--- src/rtl/fetch_unit_if.sv ---
// Fetch unit handshake bundle: PC/redirect inputs, instruction-memory read port,
// and the instruction/PC-load outputs toward the core.
interface fetch_unit_if;
  logic        FETCH_EN;
  logic [31:0] FETCH_PC;
  logic        FETCH_REDIRECT;
  logic [31:0] FETCH_REDIRECT_PC;
  logic        FETCH_MEM_ACK;
  logic [31:0] FETCH_MEM_RDATA;
  logic        FETCH_MEM_REQ;
  logic [31:0] FETCH_MEM_ADDR;
  logic [31:0] FETCH_IR;
  logic        FETCH_IR_VALID;
  logic        FETCH_PC_LD;
  logic [31:0] FETCH_PC_NEXT;
  logic        FETCH_BUSY;
  logic        FETCH_ERR;

  modport master (
    input  FETCH_EN, FETCH_PC, FETCH_REDIRECT, FETCH_REDIRECT_PC,
    input  FETCH_MEM_ACK, FETCH_MEM_RDATA,
    output FETCH_MEM_REQ, FETCH_MEM_ADDR, FETCH_IR, FETCH_IR_VALID,
    output FETCH_PC_LD, FETCH_PC_NEXT, FETCH_BUSY, FETCH_ERR
  );

  modport slave (
    output FETCH_EN, FETCH_PC, FETCH_REDIRECT, FETCH_REDIRECT_PC,
    output FETCH_MEM_ACK, FETCH_MEM_RDATA,
    input  FETCH_MEM_REQ, FETCH_MEM_ADDR, FETCH_IR, FETCH_IR_VALID,
    input  FETCH_PC_LD, FETCH_PC_NEXT, FETCH_BUSY, FETCH_ERR
  );
endinterface

--- src/rtl/fetch_unit.sv ---
// Instruction fetch FSM (IDLE/REQ/DONE/ERR) with redirect kill and sticky error.
// Optional REQ-state timeout is enabled by defining FETCH_TIMEOUT_EN.
module fetch_unit #(
  parameter int unsigned TIMEOUT_CYCLES = 15
) (
  input logic         CLK,
  input logic         RST,
  fetch_unit_if.master bus
);

  typedef enum logic [1:0] {
    IDLE = 2'd0,
    REQ  = 2'd1,
    DONE = 2'd2,
    ERR  = 2'd3
  } state_t;

  if ((TIMEOUT_CYCLES == 32'd0) || (TIMEOUT_CYCLES > 32'd255)) begin : g_timeout_range
    $error("fetch_unit: TIMEOUT_CYCLES must be within 1..255");
  end

  state_t      state_q, state_d;
  logic        mem_req_q, mem_req_d;
  logic [31:0] mem_addr_q, mem_addr_d;
  logic [31:0] ir_q, ir_d;
  logic        ir_valid_q, ir_valid_d;
  logic        pc_ld_q, pc_ld_d;
  logic [31:0] pc_next_q, pc_next_d;
  logic        busy_q, busy_d;
  logic        err_q, err_d;
  logic        kill_q, kill_d;
  logic        pending_q, pending_d;
  logic [31:0] target_q, target_d;

  logic [31:0] redir_tgt_s;
  logic        kill_now_s;

`ifdef FETCH_TIMEOUT_EN
  localparam logic [7:0] TIMEOUT_LIMIT = 8'(TIMEOUT_CYCLES);
  logic [7:0] cnt_q, cnt_d;
`endif

  // A live redirect strobe always beats an older latched target.
  assign redir_tgt_s = bus.FETCH_REDIRECT ? bus.FETCH_REDIRECT_PC : target_q;
  assign kill_now_s  = kill_q | bus.FETCH_REDIRECT;

  // Next-state and next-output decode.
  always_comb begin
    state_d    = state_q;
    mem_req_d  = mem_req_q;
    mem_addr_d = mem_addr_q;
    ir_d       = ir_q;
    ir_valid_d = 1'b0;
    pc_ld_d    = 1'b0;
    pc_next_d  = pc_next_q;
    busy_d     = busy_q;
    err_d      = err_q;
    kill_d     = kill_q;
    pending_d  = pending_q;
    target_d   = target_q;
`ifdef FETCH_TIMEOUT_EN
    cnt_d      = cnt_q;
`endif
    case (state_q)
      IDLE: begin
        if (bus.FETCH_REDIRECT || pending_q) begin
          target_d  = redir_tgt_s;
          kill_d    = 1'b1;
          pending_d = 1'b0;
          pc_ld_d   = 1'b1;
          pc_next_d = redir_tgt_s;
          busy_d    = 1'b1;
          state_d   = DONE;
        end else if (bus.FETCH_EN) begin
          busy_d = 1'b1;
          if (bus.FETCH_PC[1:0] == 2'b00) begin
            mem_addr_d = bus.FETCH_PC;
            mem_req_d  = 1'b1;
            state_d    = REQ;
`ifdef FETCH_TIMEOUT_EN
            cnt_d      = 8'd0;
`endif
          end else begin
            err_d   = 1'b1;
            state_d = ERR;
          end
        end else begin
          busy_d = 1'b0;
        end
      end
      REQ: begin
        if (bus.FETCH_REDIRECT) begin
          target_d = bus.FETCH_REDIRECT_PC;
          kill_d   = 1'b1;
        end else begin
          target_d = target_q;
        end
        if (bus.FETCH_MEM_ACK) begin
          ir_d       = bus.FETCH_MEM_RDATA;
          mem_req_d  = 1'b0;
          pc_ld_d    = 1'b1;
          pc_next_d  = kill_now_s ? redir_tgt_s : (mem_addr_q + 32'd4);
          ir_valid_d = ~kill_now_s;
          state_d    = DONE;
        end else begin
`ifdef FETCH_TIMEOUT_EN
          // ACK in the limit cycle is taken above, so it wins over the timeout.
          cnt_d = cnt_q + 8'd1;
          if (cnt_d == TIMEOUT_LIMIT) begin
            mem_req_d = 1'b0;
            err_d     = 1'b1;
            state_d   = ERR;
          end else begin
            state_d = REQ;
          end
`else
          state_d = REQ;
`endif
        end
      end
      DONE: begin
        kill_d  = 1'b0;
        busy_d  = 1'b0;
        state_d = IDLE;
        // Redirect arriving while the PC load is in flight is replayed from IDLE.
        if (bus.FETCH_REDIRECT) begin
          pending_d = 1'b1;
          target_d  = bus.FETCH_REDIRECT_PC;
        end else begin
          pending_d = pending_q;
        end
      end
      ERR: begin
        if (bus.FETCH_REDIRECT) begin
          err_d     = 1'b0;
          target_d  = bus.FETCH_REDIRECT_PC;
          kill_d    = 1'b1;
          pc_ld_d   = 1'b1;
          pc_next_d = bus.FETCH_REDIRECT_PC;
          state_d   = DONE;
        end else begin
          err_d = 1'b1;
        end
      end
      default: begin
        mem_req_d = 1'b0;
        busy_d    = 1'b0;
        state_d   = IDLE;
      end
    endcase
  end

  // State and registered outputs; reset also abandons any outstanding request.
  always_ff @(posedge CLK or posedge RST) begin
    if (RST) begin
      state_q    <= IDLE;
      mem_req_q  <= 1'b0;
      mem_addr_q <= 32'd0;
      ir_q       <= 32'd0;
      ir_valid_q <= 1'b0;
      pc_ld_q    <= 1'b0;
      pc_next_q  <= 32'd0;
      busy_q     <= 1'b0;
      err_q      <= 1'b0;
      kill_q     <= 1'b0;
      pending_q  <= 1'b0;
      target_q   <= 32'd0;
`ifdef FETCH_TIMEOUT_EN
      cnt_q      <= 8'd0;
`endif
    end else begin
      state_q    <= state_d;
      mem_req_q  <= mem_req_d;
      mem_addr_q <= mem_addr_d;
      ir_q       <= ir_d;
      ir_valid_q <= ir_valid_d;
      pc_ld_q    <= pc_ld_d;
      pc_next_q  <= pc_next_d;
      busy_q     <= busy_d;
      err_q      <= err_d;
      kill_q     <= kill_d;
      pending_q  <= pending_d;
      target_q   <= target_d;
`ifdef FETCH_TIMEOUT_EN
      cnt_q      <= cnt_d;
`endif
    end
  end

  assign bus.FETCH_MEM_REQ  = mem_req_q;
  assign bus.FETCH_MEM_ADDR = mem_addr_q;
  assign bus.FETCH_IR       = ir_q;
  assign bus.FETCH_IR_VALID = ir_valid_q;
  assign bus.FETCH_PC_LD    = pc_ld_q;
  assign bus.FETCH_PC_NEXT  = pc_next_q;
  assign bus.FETCH_BUSY     = busy_q;
  assign bus.FETCH_ERR      = err_q;

endmodule

--- src/flat_wrapper.sv ---
// flat-port wrapper written by rule: the top's interface ports become plain ports
module fetch_unit_flat 
#(
  parameter int unsigned TIMEOUT_CYCLES = 15
)
  (CLK, RST, bus_FETCH_EN, bus_FETCH_PC, bus_FETCH_REDIRECT, bus_FETCH_REDIRECT_PC, bus_FETCH_MEM_ACK, bus_FETCH_MEM_RDATA, bus_FETCH_MEM_REQ, bus_FETCH_MEM_ADDR, bus_FETCH_IR, bus_FETCH_IR_VALID, bus_FETCH_PC_LD, bus_FETCH_PC_NEXT, bus_FETCH_BUSY, bus_FETCH_ERR);
  fetch_unit_if bus_i ();
  input logic CLK;
  input logic RST;
  input wire logic [$bits(bus_i.FETCH_EN)-1:0] bus_FETCH_EN;
  input wire logic [$bits(bus_i.FETCH_PC)-1:0] bus_FETCH_PC;
  input wire logic [$bits(bus_i.FETCH_REDIRECT)-1:0] bus_FETCH_REDIRECT;
  input wire logic [$bits(bus_i.FETCH_REDIRECT_PC)-1:0] bus_FETCH_REDIRECT_PC;
  input wire logic [$bits(bus_i.FETCH_MEM_ACK)-1:0] bus_FETCH_MEM_ACK;
  input wire logic [$bits(bus_i.FETCH_MEM_RDATA)-1:0] bus_FETCH_MEM_RDATA;
  output wire logic [$bits(bus_i.FETCH_MEM_REQ)-1:0] bus_FETCH_MEM_REQ;
  output wire logic [$bits(bus_i.FETCH_MEM_ADDR)-1:0] bus_FETCH_MEM_ADDR;
  output wire logic [$bits(bus_i.FETCH_IR)-1:0] bus_FETCH_IR;
  output wire logic [$bits(bus_i.FETCH_IR_VALID)-1:0] bus_FETCH_IR_VALID;
  output wire logic [$bits(bus_i.FETCH_PC_LD)-1:0] bus_FETCH_PC_LD;
  output wire logic [$bits(bus_i.FETCH_PC_NEXT)-1:0] bus_FETCH_PC_NEXT;
  output wire logic [$bits(bus_i.FETCH_BUSY)-1:0] bus_FETCH_BUSY;
  output wire logic [$bits(bus_i.FETCH_ERR)-1:0] bus_FETCH_ERR;
  assign bus_i.FETCH_EN = bus_FETCH_EN;
  assign bus_i.FETCH_PC = bus_FETCH_PC;
  assign bus_i.FETCH_REDIRECT = bus_FETCH_REDIRECT;
  assign bus_i.FETCH_REDIRECT_PC = bus_FETCH_REDIRECT_PC;
  assign bus_i.FETCH_MEM_ACK = bus_FETCH_MEM_ACK;
  assign bus_i.FETCH_MEM_RDATA = bus_FETCH_MEM_RDATA;
  assign bus_FETCH_MEM_REQ = bus_i.FETCH_MEM_REQ;
  assign bus_FETCH_MEM_ADDR = bus_i.FETCH_MEM_ADDR;
  assign bus_FETCH_IR = bus_i.FETCH_IR;
  assign bus_FETCH_IR_VALID = bus_i.FETCH_IR_VALID;
  assign bus_FETCH_PC_LD = bus_i.FETCH_PC_LD;
  assign bus_FETCH_PC_NEXT = bus_i.FETCH_PC_NEXT;
  assign bus_FETCH_BUSY = bus_i.FETCH_BUSY;
  assign bus_FETCH_ERR = bus_i.FETCH_ERR;
  fetch_unit #(.TIMEOUT_CYCLES(TIMEOUT_CYCLES)) u_core (.CLK(CLK), .RST(RST), .bus(bus_i));
endmodule
--- config.mk ---
export PLATFORM = sky130hd
export DESIGN_NAME = fetch_unit_flat
export DESIGN_NICKNAME = d
export VERILOG_FILES = /design/src/rtl/fetch_unit_if.sv /design/src/rtl/fetch_unit.sv /design/src/flat_wrapper.sv
export SDC_FILE = /design/constraint.sdc
export NUM_CORES = 1
export LEC_CHECK = 0
export ABC_AREA = 0
export CORE_AREA = 2 2 149 93
export CTS_CLUSTER_SIZE = 10
export DETAILED_ROUTE_END_ITERATION = 6
export DIE_AREA = 0 0 151 95
export PLACE_DENSITY = 0.92
export SLEW_MARGIN = 20
export SYNTH_ARGS = -nofsm -noshare
export SYNTH_HDL_FRONTEND = slang
export SYNTH_SLANG_ARGS = --single-unit
--- constraint.sdc ---
create_clock -name CLK -period 9.1 [get_ports CLK]
set_input_delay 1.365 -clock CLK [delete_from_list [all_inputs] [get_ports CLK]]
set_output_delay 1.365 -clock CLK [all_outputs]
set_load 0.005 [all_outputs]
Yosys cells after proc, flatten, opt, wreduce, memory -nomap -nowiden
Cells that the tools add are included. W data, S select, Z words.

Muxes and demuxes: 37. Reductions and logical operators: 17. $add $sub $neg: 1. Bitwise logic cells: 3. Equality and inequality tests: 13.

Operator list (count): $mux W32 (5); $pmux W32 S3 (1); $pmux W32 S2 (1); $add A32 B3 Y32 const B (1); $mux W1 (18); $ne A2 B2 Y1 const B (6); $reduce_and A4 Y1 (3); $mux W2 (5); $pmux W1 S2 (4); $pmux W2 S4 (1); $ne A2 B1 Y1 const B (3); $pmux W1 S3 (2); $reduce_and A2 Y1 (3); $reduce_bool A2 Y1 (3); $reduce_and A5 Y1 (1); $eq A2 B2 Y1 const B (2); $logic_not A2 Y1 (2); $ne A3 B2 Y1 const B (1); $reduce_and A3 Y1 (1); $reduce_bool A3 Y1 (1); $reduce_or A3 Y1 (1); $eq A2 B1 Y1 const B (1); $not A1 Y1 (2); $reduce_or A2 Y1 (1); other kinds (2) (2).

Bits of input ports: 101. Register bits after elaboration: 137. Output and inout bits: 101. Logic and storage cells: 83.

Depth between registers and ports, before layout
Word-level depth: 5. Gate-level depth with buffers: 8.

Worst setup path after synthesis
Ideal clock, no wire load.

Path type: input -> register. Start: input bus_FETCH_REDIRECT. End: register u_core.mem_addr_q[10] (netlist: u_core.bus.FETCH_MEM_ADDR[10]). Slack: 6375 ps. Cell stages on the path: 5. Data arrival time: 2600 ps. Setup time: 125 ps. Path buffers: 2. Cell sequence: buf_2 nor4_1 nand3_1 buf_1 mux2_2.

Longest elaborated chain between the ends: 3.

Ends and longest elaborated chain: start: declaration (line flat_wrapper.sv:12) `input wire logic [$bits(bus_i.FETCH_REDIRECT)-1:0] bus_FETCH_REDIRECT;`; $logic_or A1 B1 Y1 (line fetch_unit.sv:66) `if (bus.FETCH_REDIRECT || pending_q) begin`; $not A1 Y1 (no source line); $reduce_and A4 Y1 (no source line); end signal: assignment (line fetch_unit.sv:174) `mem_addr_q <= mem_addr_d;`; end: declaration (line fetch_unit.sv:24) `logic [31:0] mem_addr_q, mem_addr_d;`.

No other way between the ends. A chain may end at the register's enable or synchronous reset.

Worst setup path after layout
Start: input bus_FETCH_MEM_ACK. End: register u_core.pc_next_q[15] (netlist: u_core.bus.FETCH_PC_NEXT[15]).

Longest elaborated chain between the ends: 2.

Ends and longest elaborated chain: start: declaration (line flat_wrapper.sv:14) `input wire logic [$bits(bus_i.FETCH_MEM_ACK)-1:0] bus_FETCH_MEM_ACK;`; $ne A2 B2 Y1 (no source line); $reduce_and A4 Y1 (no source line); end signal: assignment (line fetch_unit.sv:178) `pc_next_q <= pc_next_d;`; end: declaration (line fetch_unit.sv:28) `logic [31:0] pc_next_q, pc_next_d;`.

No other way between the ends.

==> metrics.txt <==
status=finished, final reports clean; final non-filler cell total=991; WS Path Type=in2reg; Via density=about 5.7; First-pass DRT Iterations=5; EDFF count, synth=0; crit end category=flop; cts repair resizes=0; Overall Global Routing Usage=0.271; Syn Nets=just over 700; CP max FO=23; Ys Warns=0; largest net degree at the start of global routing=between 70 and 80; grt ovf=0; clock latency on the worst-skew pair=0.42 ns; Worst VDD drop=0.207 mV; Seq/Total Area, Yosys=0.537; Final period util=0.405; leakage=3.88 nW; Total Neg Setup Slack=0 ns; wire length per cell=just under 20 um; wirelength, routed=19100 um; Final #Nets=905; Hold-fix buffers, CTS=0; core box area=0.0131 mm2; CP Launch Type=primary input; commonest non-fill, non-tap cell in the layout=clkdlybuf4s50_1; leading cell types in the layout, fill and taps excluded=clkdlybuf4s50_1 (200), nand2_1 (139), dfrtp_1 (137); synthesis-stage register bit count=137; total of max-cap violations=0; Slew headroom=0.308; Initial Util=0.486; final hold vios=0; clock root cell=clkbuf_16; cell row count=33; Synth cell types=55; CP Data Arrival Time=3.98 ns; Diodes inserted=0; vias in the first global route=5529; clock skew=0.0127 ns; Initial DRC Count=around 590; area grow syn2layout=42.9%; DRC=0; vias after detailed routing=5674; die outline height=95 um; Fillers=941; Reg clk slew, reported paths=0.06 ns; Post-DP HPWL=~13000 um; max-slew violations=0; fin crit period=3.68 ns; Synth Cell Area=0.00638 mm2; cts bufs inserted=17; Routed Antenna Nets=0; # H-tree levels=4; Syn Inst Count=611; Synth Flop Type=dfrtp_1; unrepaired setup endpoints after global routing=false; Longest Clk Path Bufs=2; final setup violation count=0; first-pass GRT wire length=29400 um; TritonCTS Sinks=~140; Setup Fix Bufs, Post-CTS=0; initial antenna violation count=0; Avg Cell Area, Syn=10.4 um2; Least-Margin Pin Slew=1.04 ns; Chip Width=151 um; placed cells=958; asr flop ratio synth=1.00; port bufs=approximately 200; CTS tree=built; PD cells=approximately 320 mW/mm2; I/O pin total=just over 200; share of post-route cells with drive strength above 1=0.147; Max Fclk=0.272 GHz; GPL Wtd Cong=0.894; min-delay worst type=reg2reg; Req. time, crit path=9.40 ns; die area=0.0143 mm2
==> Yosys cell counts, drive strengths merged, types with 2 or more instances <==
cell type / instances / share of area
dfrtp: 137 / 0.54
inv: 6 / 0.0035
nor3: 3 / 0.0024
and3: 6 / 0.0061
nor4: 6 / 0.0088
a21boi: 2 / 0.0024
and2: 6 / 0.0061
xor2: 8 / 0.011
or2: 2 / 0.0020
mux2: 64 / 0.11
o21ai: 29 / 0.023
nor2: 26 / 0.015
a222oi: 9 / 0.014
xnor2: 16 / 0.022
o22ai: 12 / 0.012
nand2b: 3 / 0.0029
nand3: 27 / 0.021
a221oi: 13 / 0.020
a21oi: 21 / 0.016
o31ai: 2 / 0.0024
o211ai: 3 / 0.0035
buf: 17 / 0.015
clkbuf: 18 / 0.011
nand2: 140 / 0.084
nand4: 9 / 0.011
and4: 3 / 0.0045
a221o: 2 / 0.0031
a31oi: 5 / 0.0049
==> critical path: stages <==
cell,delay [ns]
clkdlybuf4s50_1,0.54
o221ai_4,0.69
clkinv_1,0.77
nor2_1,0.29
nor2_1,0.07
a221o_1,0.25
==> where the power goes <==
group          total, W  leakage [nW]  internal, W  switching, W
registers       0.00109          1.68     0.000844      0.000249
logic           0.00115          1.92     0.000660      0.000495
clock network  0.000680         0.282     0.000416      0.000264
==> metal layers <==
layer  vias up  wire length [um]  global-route usage
li1       2561                 -                   -
met1      2743              8060               0.383
met2       323              8420               0.393
met3        47              2150              0.0845
met4         0               456              0.0981
met5         -                 0                   0
==> cell families after synthesis <==
logic type,Yosys count,synth area share
xor+xnor,24,0.0329
mux,64,0.113
flops,137,0.537
simple gates,235,0.169
buf+inv,42,0.0300
fa+ha+maj,1,0.00196
compound gates,108,0.116
==> final timing paths <==
kind / start / end / slack, ns / cells past startpoint
max: bus_FETCH_MEM_ACK / u_core.bus.FETCH_PC_NEXT[15]$_DFFE_PP0P_ / 5.42 / 6
min: u_core.bus.FETCH_IR[8]$_DFFE_PP0P_ / u_core.bus.FETCH_IR[8]$_DFFE_PP0P_ / 0.47 / 2
max reg2reg: u_core.state_q[1]$_DFFE_PP0P_ / u_core.bus.FETCH_PC_NEXT[15]$_DFFE_PP0P_ / 5.81 / 6
min reg2reg: u_core.bus.FETCH_IR[8]$_DFFE_PP0P_ / u_core.bus.FETCH_IR[8]$_DFFE_PP0P_ / 0.47 / 2
max in group asynchronous: RST / u_core.target_q[17]$_DFFE_PP0P_ / 6.30 / 3
min in group asynchronous: RST / u_core.bus.FETCH_MEM_ADDR[26]$_DFFE_PP0P_ / 1.37 / 2
==> per-stage QoR <==
step           total power (W)  hold WS (ns)  utilization  cell area (um2)  worst slack, ns
5_1_grt                0.00310         0.500        0.695             9120             5.30
4_1_cts                0.00291         0.478        0.692             9090             4.99
3_5_place_dp           0.00221         0.465        0.648             8510             4.64
6_report               0.00293         0.475        0.695             9120             5.42
3_3_place_gp           0.00217         0.456        0.648             8510             4.68
2_1_floorplan          0.00156         0.465            -             6380             4.07
==> sequential cells by signal (all words and copies together), names as in the netlist <==
register / cells
u_core.bus.FETCH_IR: 32
u_core.bus.FETCH_MEM_ADDR: 32
u_core.bus.FETCH_PC_NEXT: 32
u_core.target_q: 32
u_core.state_q: 2
u_core.bus.FETCH_BUSY: 1
u_core.bus.FETCH_ERR: 1
u_core.bus.FETCH_IR_VALID: 1
u_core.bus.FETCH_MEM_REQ: 1
u_core.bus.FETCH_PC_LD: 1
u_core.kill_q: 1
u_core.pending_q: 1
==> layout make-up <==
class	instances	area, um2	share of cell area
Sequential cell	137	3430	0.376
Multi-Input combinational cell	432	2780	0.305
Clock buffer	20	457	0.0501
Clock inverter	12	125	0.0137
Timing Repair Buffer	208	2080	0.228
Tap cell	175	219	0.0240
Inverter	7	31.3	0.00343
No activity file was read; power rests on OpenSTA's default activity.
